==> src/rtl/output_unit_fsm.sv <==
// Router output-port controller: round-robin grants the port to one input, forwards its flits, releases on tail.
// Latency: grant ack is combinational in the IDLE cycle; o_flit/o_flit_valid are registered one cycle after the pop.
// Backpressure: sends are gated on downstream credits; with none left the port parks in WAITING until i_credit.
// Optional build macro OU_CREDIT_CHECK_EN adds sticky o_credit_err for credit returns beyond full capacity.

package router_pkg;

    localparam int FLIT_SIZE = 16;

    // Flit layout: [FLIT_W-1] valid, [FLIT_W-2 -: 2] type, remainder payload.
    typedef enum logic [1:0] {
        HEAD_FLIT = 2'b00,
        BODY_FLIT = 2'b01,
        TAIL_FLIT = 2'b10
    } FLIT_TYPE_t;

    typedef enum logic [1:0] {
        IDLE    = 2'b00,
        ACTIVE  = 2'b01,
        WAITING = 2'b10
    } GLOBAL_STATE_t;

endpackage

module output_unit_fsm
    import router_pkg::*;
#(
    parameter int NUM_IN  = 5,
    parameter int FLIT_W  = FLIT_SIZE,
    parameter int CREDITS = 4,
    parameter int CNT_W   = $clog2(CREDITS + 1),
    parameter int OWN_W   = (NUM_IN > 1) ? $clog2(NUM_IN) : 1
) (
    input  logic                     clk,
    input  logic                     reset,
    input  logic [NUM_IN-1:0]        i_switch_req,
    input  logic [NUM_IN*FLIT_W-1:0] i_flit,
    output logic [NUM_IN-1:0]        o_switch_ack,
    output logic [NUM_IN-1:0]        o_flit_pop,
    output logic [FLIT_W-1:0]        o_flit,
    output logic                     o_flit_valid,
    input  logic                     i_credit,
    output GLOBAL_STATE_t            o_state,
    output logic [OWN_W-1:0]         o_owner,
    output logic                     o_packet_done
`ifdef OU_CREDIT_CHECK_EN
    ,
    output logic                     o_credit_err
`endif
);

    localparam logic [CNT_W-1:0] CREDITS_MAX = CNT_W'(CREDITS);
    localparam logic [OWN_W-1:0] LAST_IN     = OWN_W'(NUM_IN - 1);

    GLOBAL_STATE_t      state_q;
    logic [OWN_W-1:0]   owner_q;
    logic [OWN_W-1:0]   ptr_q;
    logic [CNT_W-1:0]   credit_q;
    logic [CNT_W-1:0]   credit_d;
    logic [FLIT_W-1:0]  flit_q;
    logic               flit_vld_q;
    logic               done_q;
`ifdef OU_CREDIT_CHECK_EN
    logic               err_q;
`endif

    logic [FLIT_W-1:0]  owner_flit;
    logic               owner_vld;
    logic               owner_tail;
    logic               credit_ok;
    logic               send;
    logic               gnt_found;
    logic [OWN_W-1:0]   gnt_idx;
    logic               grant_now;
    logic [OWN_W-1:0]   ptr_next;

    // Select the current owner's head-of-queue flit
    always_comb begin
        owner_flit = '0;
        for (int i = 0; i < NUM_IN; i++) begin
            if (owner_q == OWN_W'(i)) begin
                owner_flit = i_flit[i*FLIT_W +: FLIT_W];
            end
        end
    end

    assign owner_vld  = owner_flit[FLIT_W-1];
    assign owner_tail = (FLIT_TYPE_t'(owner_flit[FLIT_W-2 -: 2]) == TAIL_FLIT);
    assign credit_ok  = (credit_q != '0);
    // Reset gates pops so a flit is never consumed in a cycle that abandons the packet.
    assign send       = !reset && (state_q == ACTIVE) && owner_vld && credit_ok;
    assign ptr_next   = (owner_q == LAST_IN) ? '0 : owner_q + 1'b1;

    // Round-robin search: first requester at or after the pointer, wrapping
    always_comb begin
        int               cand;
        logic [OWN_W-1:0] cand_idx;
        gnt_found = 1'b0;
        gnt_idx   = '0;
        cand      = 0;
        cand_idx  = '0;
        for (int k = 0; k < NUM_IN; k++) begin
            cand = int'(ptr_q) + k;
            if (cand >= NUM_IN) begin
                cand = cand - NUM_IN;
            end
            cand_idx = OWN_W'(cand);
            if (!gnt_found && i_switch_req[cand_idx]) begin
                gnt_found = 1'b1;
                gnt_idx   = cand_idx;
            end
        end
    end

    assign grant_now = !reset && (state_q == IDLE) && gnt_found;

    // One-hot ack to the winner and one-hot pop to the owner
    always_comb begin
        o_switch_ack = '0;
        o_flit_pop   = '0;
        for (int i = 0; i < NUM_IN; i++) begin
            o_switch_ack[i] = grant_now && (gnt_idx == OWN_W'(i));
            o_flit_pop[i]   = send && (owner_q == OWN_W'(i));
        end
    end

    // Credit accounting: a return and a send in the same cycle cancel; returns at full are dropped
    always_comb begin
        credit_d = credit_q;
        if (send && !i_credit) begin
            credit_d = credit_q - 1'b1;
        end else if (!send && i_credit && (credit_q != CREDITS_MAX)) begin
            credit_d = credit_q + 1'b1;
        end
    end

    // Port FSM with registered outputs, credit counter and round-robin pointer
    always_ff @(posedge clk) begin
        if (reset) begin
            state_q    <= IDLE;
            owner_q    <= '0;
            ptr_q      <= '0;
            credit_q   <= CREDITS_MAX;
            flit_q     <= '0;
            flit_vld_q <= 1'b0;
            done_q     <= 1'b0;
`ifdef OU_CREDIT_CHECK_EN
            err_q      <= 1'b0;
`endif
        end else begin
            credit_q   <= credit_d;
            flit_vld_q <= send;
            done_q     <= send && owner_tail;
            if (send) begin
                flit_q <= owner_flit;
            end
`ifdef OU_CREDIT_CHECK_EN
            if (i_credit && (credit_q == CREDITS_MAX) && !send) begin
                err_q <= 1'b1;
            end
`endif
            case (state_q)
                IDLE: begin
                    if (gnt_found) begin
                        owner_q <= gnt_idx;
                        state_q <= ACTIVE;
                    end
                end
                ACTIVE: begin
                    if (send) begin
                        if (owner_tail) begin
                            state_q <= IDLE;
                            ptr_q   <= ptr_next;
                        end
                    end else if (owner_vld && !i_credit) begin
                        // Out of credit with a flit ready; a same-cycle return keeps us ACTIVE.
                        state_q <= WAITING;
                    end
                end
                WAITING: begin
                    if (i_credit) begin
                        state_q <= ACTIVE;
                    end
                end
                default: state_q <= IDLE;
            endcase
        end
    end

    assign o_state       = state_q;
    assign o_owner       = owner_q;
    assign o_flit        = flit_q;
    assign o_flit_valid  = flit_vld_q;
    assign o_packet_done = done_q;
`ifdef OU_CREDIT_CHECK_EN
    assign o_credit_err  = err_q;
`endif

endmodule

==> config.mk <==
export PLATFORM = sky130hd
export DESIGN_NAME = output_unit_fsm
export DESIGN_NICKNAME = d
export VERILOG_FILES = /design/src/rtl/output_unit_fsm.sv
export SDC_FILE = /design/constraint.sdc
export NUM_CORES = 1
export LEC_CHECK = 0
export CELL_PAD_IN_SITES_DETAIL_PLACEMENT = 1
export CELL_PAD_IN_SITES_GLOBAL_PLACEMENT = 1
export CORE_ASPECT_RATIO = 0.9
export CORE_UTILIZATION = 28
export DETAILED_ROUTE_END_ITERATION = 10
export GPL_TIMING_DRIVEN = 1
export PLACE_DENSITY = 0.88
export SLEW_MARGIN = 20
export SYNTH_ARGS = -nofsm -noshare
export SYNTH_HDL_FRONTEND = slang
export SYNTH_SLANG_ARGS = --single-unit
==> constraint.sdc <==
create_clock -name clk -period 3.52 [get_ports clk]
set_input_delay 0.528 -clock clk [delete_from_list [all_inputs] [get_ports clk]]
set_output_delay 0.528 -clock clk [all_outputs]
set_load 0.05 [all_outputs]
* Word level (Yosys, flattened, before mapping)
Index checks and enable logic that the tools add are counted.
** Storage, ports and cells
- Input bits :: 88
- Word-level logic and storage cells :: 123
- Register bits :: 29
** Cells by class
- Add/sub/neg operators :: 12
- Order comparisons :: 10
- Multiplexer cells :: 39
- Equal/unequal tests :: 16
- Reductions and logical operators :: 39
** Operator list (number)
- $mux W16 :: 5
- $mux W3 :: 13
- $logic_and A1 B1 Y1 :: 24
- $lt A3 B4 Y1 const B :: 5
- $ge A4 B3 Y1 const B :: 4
- $bmux W1 S3 :: 5
- $sub A3 B3 Y3 const B :: 5
- $eq A3 B2 Y1 const B :: 4
- $mux W1 :: 10
- $mux W2 :: 5
- $add A3 B2 Y4 const B :: 2
- $logic_not A1 Y1 :: 7
- $add A3 B1 Y3 const B :: 2
- $eq A3 B1 Y1 const B :: 2
- $eq A3 B3 Y1 const B :: 2
- $logic_not A3 Y1 :: 2
- $ne A3 B3 Y1 const B :: 2
- $pmux W2 S3 :: 1
- $add A3 B1 Y4 const B :: 1
- $add A3 B3 Y4 const B :: 1
- $eq A2 B2 Y1 const B :: 2
- $ne A2 B2 Y1 const B :: 2
- $reduce_and A4 Y1 :: 1
- $ge A3 B3 Y1 const B :: 1
- other kinds (8) :: 8

* Depth between registers and ports, before layout
- Depth after elaboration :: 19
- Mapped depth :: 14

* Worst setup path after synthesis
Ideal clock, no wire load.
- Path kind :: flip-flop to output port
- From :: reg ptr_q[1]
- To :: out o_switch_ack[3]
- Path buffers :: 2
- Data arrival time :: 3765 ps
- Required time :: 2992 ps
- Setup slack :: -773 ps
- Stages on the path, launching flop included :: 13
- Path through :: dfxtp_1 -> buf_2 -> inv_1 -> ha_1 -> ha_1 -> clkbuf_1 -> o21ai_0 -> a211oi_1 -> o221ai_1 -> a21oi_2 -> mux2i_1 -> o211a_1 -> nor3_1
** Between the ends
- Longest elaborated chain between the ends :: 19
** RTL lines
- from (decl) :: line 57 : logic [OWN_W-1:0] ptr_q;
- from (signal assigned) :: line 173 : ptr_q <= ptr_next;
- branches (longest 18 deep; another with $add A3 B1 Y4)
- $logic_and A1 B1 Y1 * :: line 122 : o_switch_ack[i] = grant_now && (gnt_idx == OWN_W'(i));
- to (decl) :: line 38 : output logic [NUM_IN-1:0] o_switch_ack,
Every way passes the cells marked *. The select of a mux whose other input is x is not followed.

* Worst setup path in the final report
- From :: reg ptr_q[1]
- To :: out o_switch_ack[1]
** Between the ends
- Longest elaborated chain between the ends :: 19
** RTL lines (line)
- branches (longest 18 deep; another with $add A3 B1 Y4)
- $logic_and A1 B1 Y1 * :: 122
Marked as above.

==> results.toml <==
[status]
status = "complete, but fails checks"
violations = "negative setup slack"

[clock_tree]
clk_latency_ns = 0.27
clkTransAtPathRegs_ns = 0.05
numCtsBuffers = 5
cts_hold_buf = 0
cts_max_level = 2
cts.sinks = 29
tritoncts = "done"
clk_path_buf_depth = 2
root_buffer = "clkbuf_16"

[setup_path]
worstSetupStartpointType = "flop"
critPathLaunch = "ptr_q[1]$_SDFFE_PP0P_"
path_cells = "inv_6 > ha_4 > ha_4 > buf_4 > o21ai_1 > a211oi_2 > o221ai_2 > buf_4 > a211oi_2 > o21ai_1 > o22ai_4 > nor3b_4 > buf_12"
timing.rr.start = "o_owner[2]$_SDFFE_PP0P_"
cp.arrival_ns = 3.28
crit_type = "flop to output pin"
cp_top_family = "compound AO/OA/AOI/OAI gates"
cp.depth = 13
crit_end = "o_switch_ack[1]"
rr_endpoint = "credit_q[2]$_SDFFE_PP1P_"
required_ns = 2.99
path_buf_inv = 4
crit_fanout = 10
crit_path_max_incr_delay_ns = 0.40
endpoint_kind = "output pin"
r2r_setup_slack_ns = 0.29
critPathSlowestCell = "dfxtp_4"
r2r_cells = 12

[timing]
fin_hold_ws_ns = 0.469
fin_crit_ns = 3.81
fin_crit_sh_pct = 108
drv_slew = 0
max_freq_mhz = 263
worstMarginPinSlew_ns = 0.706
rsz0062_at_grt = "true"
setup_viol = 5
setup_slack_ns = -0.288
fin_worst_skew_ns = 0.00352
max_slew_margin_pct = 52.8
finalHoldViolations = 0

[power]
sw_frac_of_total_pct = 44.2
comb_power_share_pct = 63.1
internal-power_uw = 1280
p_clk_share_pct = 18.4
switching_power_uw = 1020
max-vdd-ir-drop_mv = 0.295
power_density_nw_per_um2 = 431
seq_power_share_pct = 18.5
p_leak_uw = 0.00204

[global_route]
antenna_found_initial = 0
grt_pass1_wl_um = 21500
track_usage_pct = 23.6
grt_pass1_vias = 4302
grt_max_degree = 35
grt_overflow = 0

[finish]
area_growth_pct = 71.5
fin_nets = 688
drive_above_1_share_pct = 24.1
antenna_cells = 0

[place]
place_congestion = 0.849
dp_slack_ns = -0.0899
port_buffers = 120
dp_hpwl_um = 10400

[routing]
drtIter0Drc = 130
via_per_inst = 5.54
dr.pass1.iters = 4
vias = 3982
ant_nets = 0
drt-total-wl_um = 13900
drc_errors = 0
wl_per_cell_um = 19.4

[synth]
syn_avg_cell_area_um2 = 7.36
mappedNetlistNets = 525
synthFlopType = "dfxtp_1"
synth_edf_count = 0
ys_seq_elements = 29
synth-warning-count = 0
ys_seq_area_share_pct = 18.7
async_flop_share_pct = 0
synthCells = 422
ys_types = 77
syn_area_um2 = 3110

[floorplanning]
start_util_pct = 28.8
rows = 36
io_pins = 121
fp.dieW_um = 113
dieArea_um2 = 11500
die_y_um = 102
core_area_um2 = 10800

[worst_hold_path]
hp-class = "flop to flop"
hp-start = "o_flit[14]$_SDFFE_PP0N_"

[job]
drv_cap = 0
==> cells in the mapped netlist (2+ instances only) <==
cell | n | area (um^2)
a221oi_1 | 3 | 26.3
o21ai_0 | 14 | 70.1
nand2b_1 | 12 | 75.1
a21oi_1 | 46 | 230
fa_1 | 2 | 40.0
nand4_1 | 2 | 12.5
ha_1 | 13 | 163
dfxtp_1 | 29 | 581
o22ai_1 | 2 | 12.5
buf_2 | 7 | 35.0
nor3b_2 | 2 | 25.0
and3_1 | 2 | 12.5
a31oi_1 | 4 | 25.0
and2_1 | 5 | 31.3
nor4b_2 | 2 | 30.0
a211o_1 | 4 | 35.0
nor3b_1 | 3 | 22.5
nand3b_1 | 6 | 45.0
nand2_1 | 23 | 86.3
nor3_1 | 8 | 40.0
xnor2_1 | 3 | 26.3
buf_6 | 2 | 22.5
o211a_1 | 3 | 30.0
nand3_1 | 5 | 25.0
mux2i_1 | 13 | 130
a211oi_1 | 31 | 233
inv_2 | 2 | 7.51
a22oi_1 | 15 | 113
inv_1 | 15 | 56.3
clkbuf_1 | 18 | 67.6
a311o_1 | 3 | 30.0
a21o_1 | 5 | 37.5
nor2b_1 | 10 | 62.6
o211ai_1 | 3 | 22.5
nor2_1 | 63 | 236
==> layout by cell type, fill, tap and decap left out, drive strengths merged, types with 4 or more instances in the layout <==
| master | Yosys | routed |
|---|---|---|
| mux2i | 13 | 13 |
| a211o | 4 | 4 |
| and2 | 6 | 6 |
| nand2b | 12 | 12 |
| a31oi | 4 | 4 |
| inv | 17 | 17 |
| a21oi | 47 | 47 |
| nand3b | 6 | 6 |
| clkdlybuf4s50 | 0 | 110 |
| nor2b | 10 | 10 |
| a211oi | 31 | 31 |
| nor3 | 8 | 8 |
| nor2 | 64 | 64 |
| clkbuf | 18 | 8 |
| ha | 13 | 13 |
| a22oi | 15 | 15 |
| a21o | 5 | 5 |
| buf | 11 | 75 |
| o21ai | 16 | 16 |
| nand2 | 24 | 24 |
| dfxtp | 29 | 29 |
| nor3b | 5 | 5 |
| nand3 | 6 | 6 |
==> power by group through the flow <==
stage	Clock, uW	Combinational, uW	Sequential (uW)
final	423	1450	424
after CTS	428	1410	424
after floorplan	0	723	547
after global placement	0	1290	425
after global routing	439	1540	429
after detailed placement	0	1330	429
==> worst register-to-register path, stage by stage, from the launching register on <==
cell and delay (ns):
dfxtp_1 0.59, inv_1 0.13, ha_1 0.27, a311o_1 0.29, a31o_1 0.26, or2_1 0.26
nor2_1 0.24, inv_1 0.10, fa_1 0.42, nor2_1 0.19, nand3b_1 0.09, a21boi_0 0.16
o21ai_0 0.10
==> worst min path at each step <==
stage / slack [ns] / cells after the start / end
2_1_floorplan: 0.53 / 2 / credit_q[0]$_SDFFE_PP0P_
3_3_place_gp: 0.45 / 2 / o_flit[13]$_SDFFE_PP0N_
3_5_place_dp: 0.46 / 2 / o_flit[14]$_SDFFE_PP0N_
4_1_cts: 0.47 / 2 / o_flit[14]$_SDFFE_PP0N_
5_1_grt: 0.50 / 2 / o_flit[14]$_SDFFE_PP0N_
6_report: 0.47 / 2 / o_flit[14]$_SDFFE_PP0N_
==> metal layers <==
metal	part of all wire, %	vias up	GRT usage, %
li1	-	1885	-
met1	38	1891	24.3
met2	51	164	45.8
met3	6.6	42	5.58
met4	4.2	0	10.5
met5	0	-	0
==> flip-flops by register name (all words and copies together), names as in the netlist <==
signal / count
o_flit: 16
credit_q: 3
o_owner: 3
ptr_q: 3
o_state: 2
o_flit_valid: 1
o_packet_done: 1
==> metrics by stage <==
| step | util [%] | area, um^2 | cells | power, uW | TNS (ns) |
|---|---|---|---|---|---|
| 2_1_floorplan | - | 3240 | 422 | 1270 | -0.0284 |
| 3_3_place_gp | 44.8 | 4850 | 694 | 1720 | -0.0411 |
| 3_5_place_dp | 44.8 | 4850 | 694 | 1760 | -0.306 |
| 4_1_cts | 48.8 | 5270 | 716 | 2260 | -0.604 |
| 5_1_grt | 49.3 | 5330 | 719 | 2410 | -1.82 |
| 6_report | 49.3 | 5330 | 719 | 2300 | -1.15 |
==> kinds of logic (layout without fill, tap and decap cells) <==
group,Yosys count,count (layout),synth area share (%)
buffers and inverters,46,210,6.44
muxes,14,14,4.91
AOI/OAI and AO/OA,156,156,35.4
DFF,29,29,18.7
and+or+nand+nor,158,158,26.9
adders and majority gates,15,15,6.52
xor gates and xnor gates,4,4,1.13
==> area by class of cell <==
cell class / instances / area [um^2]
Inverter: 17 / 73.8
Tap cell: 133 / 166
Fill cell: 1269 / 5480
Sequential cell: 29 / 589
Multi-Input combinational cell: 347 / 2620
Clock buffer: 8 / 146
Timing Repair Buffer: 185 / 1740
==> repair_timing <==
| item | CTS | global route |
|---|---|---|
| resized for setup | 39 | 6 |
| endpoints found under the hold margin | 0 | 0 |
| pin swaps | 17 | 3 |
| buffers inserted | 14 | 3 |
| setup endpoints to repair | 5 | 5 |
Power figures use the tool's default switching activity.
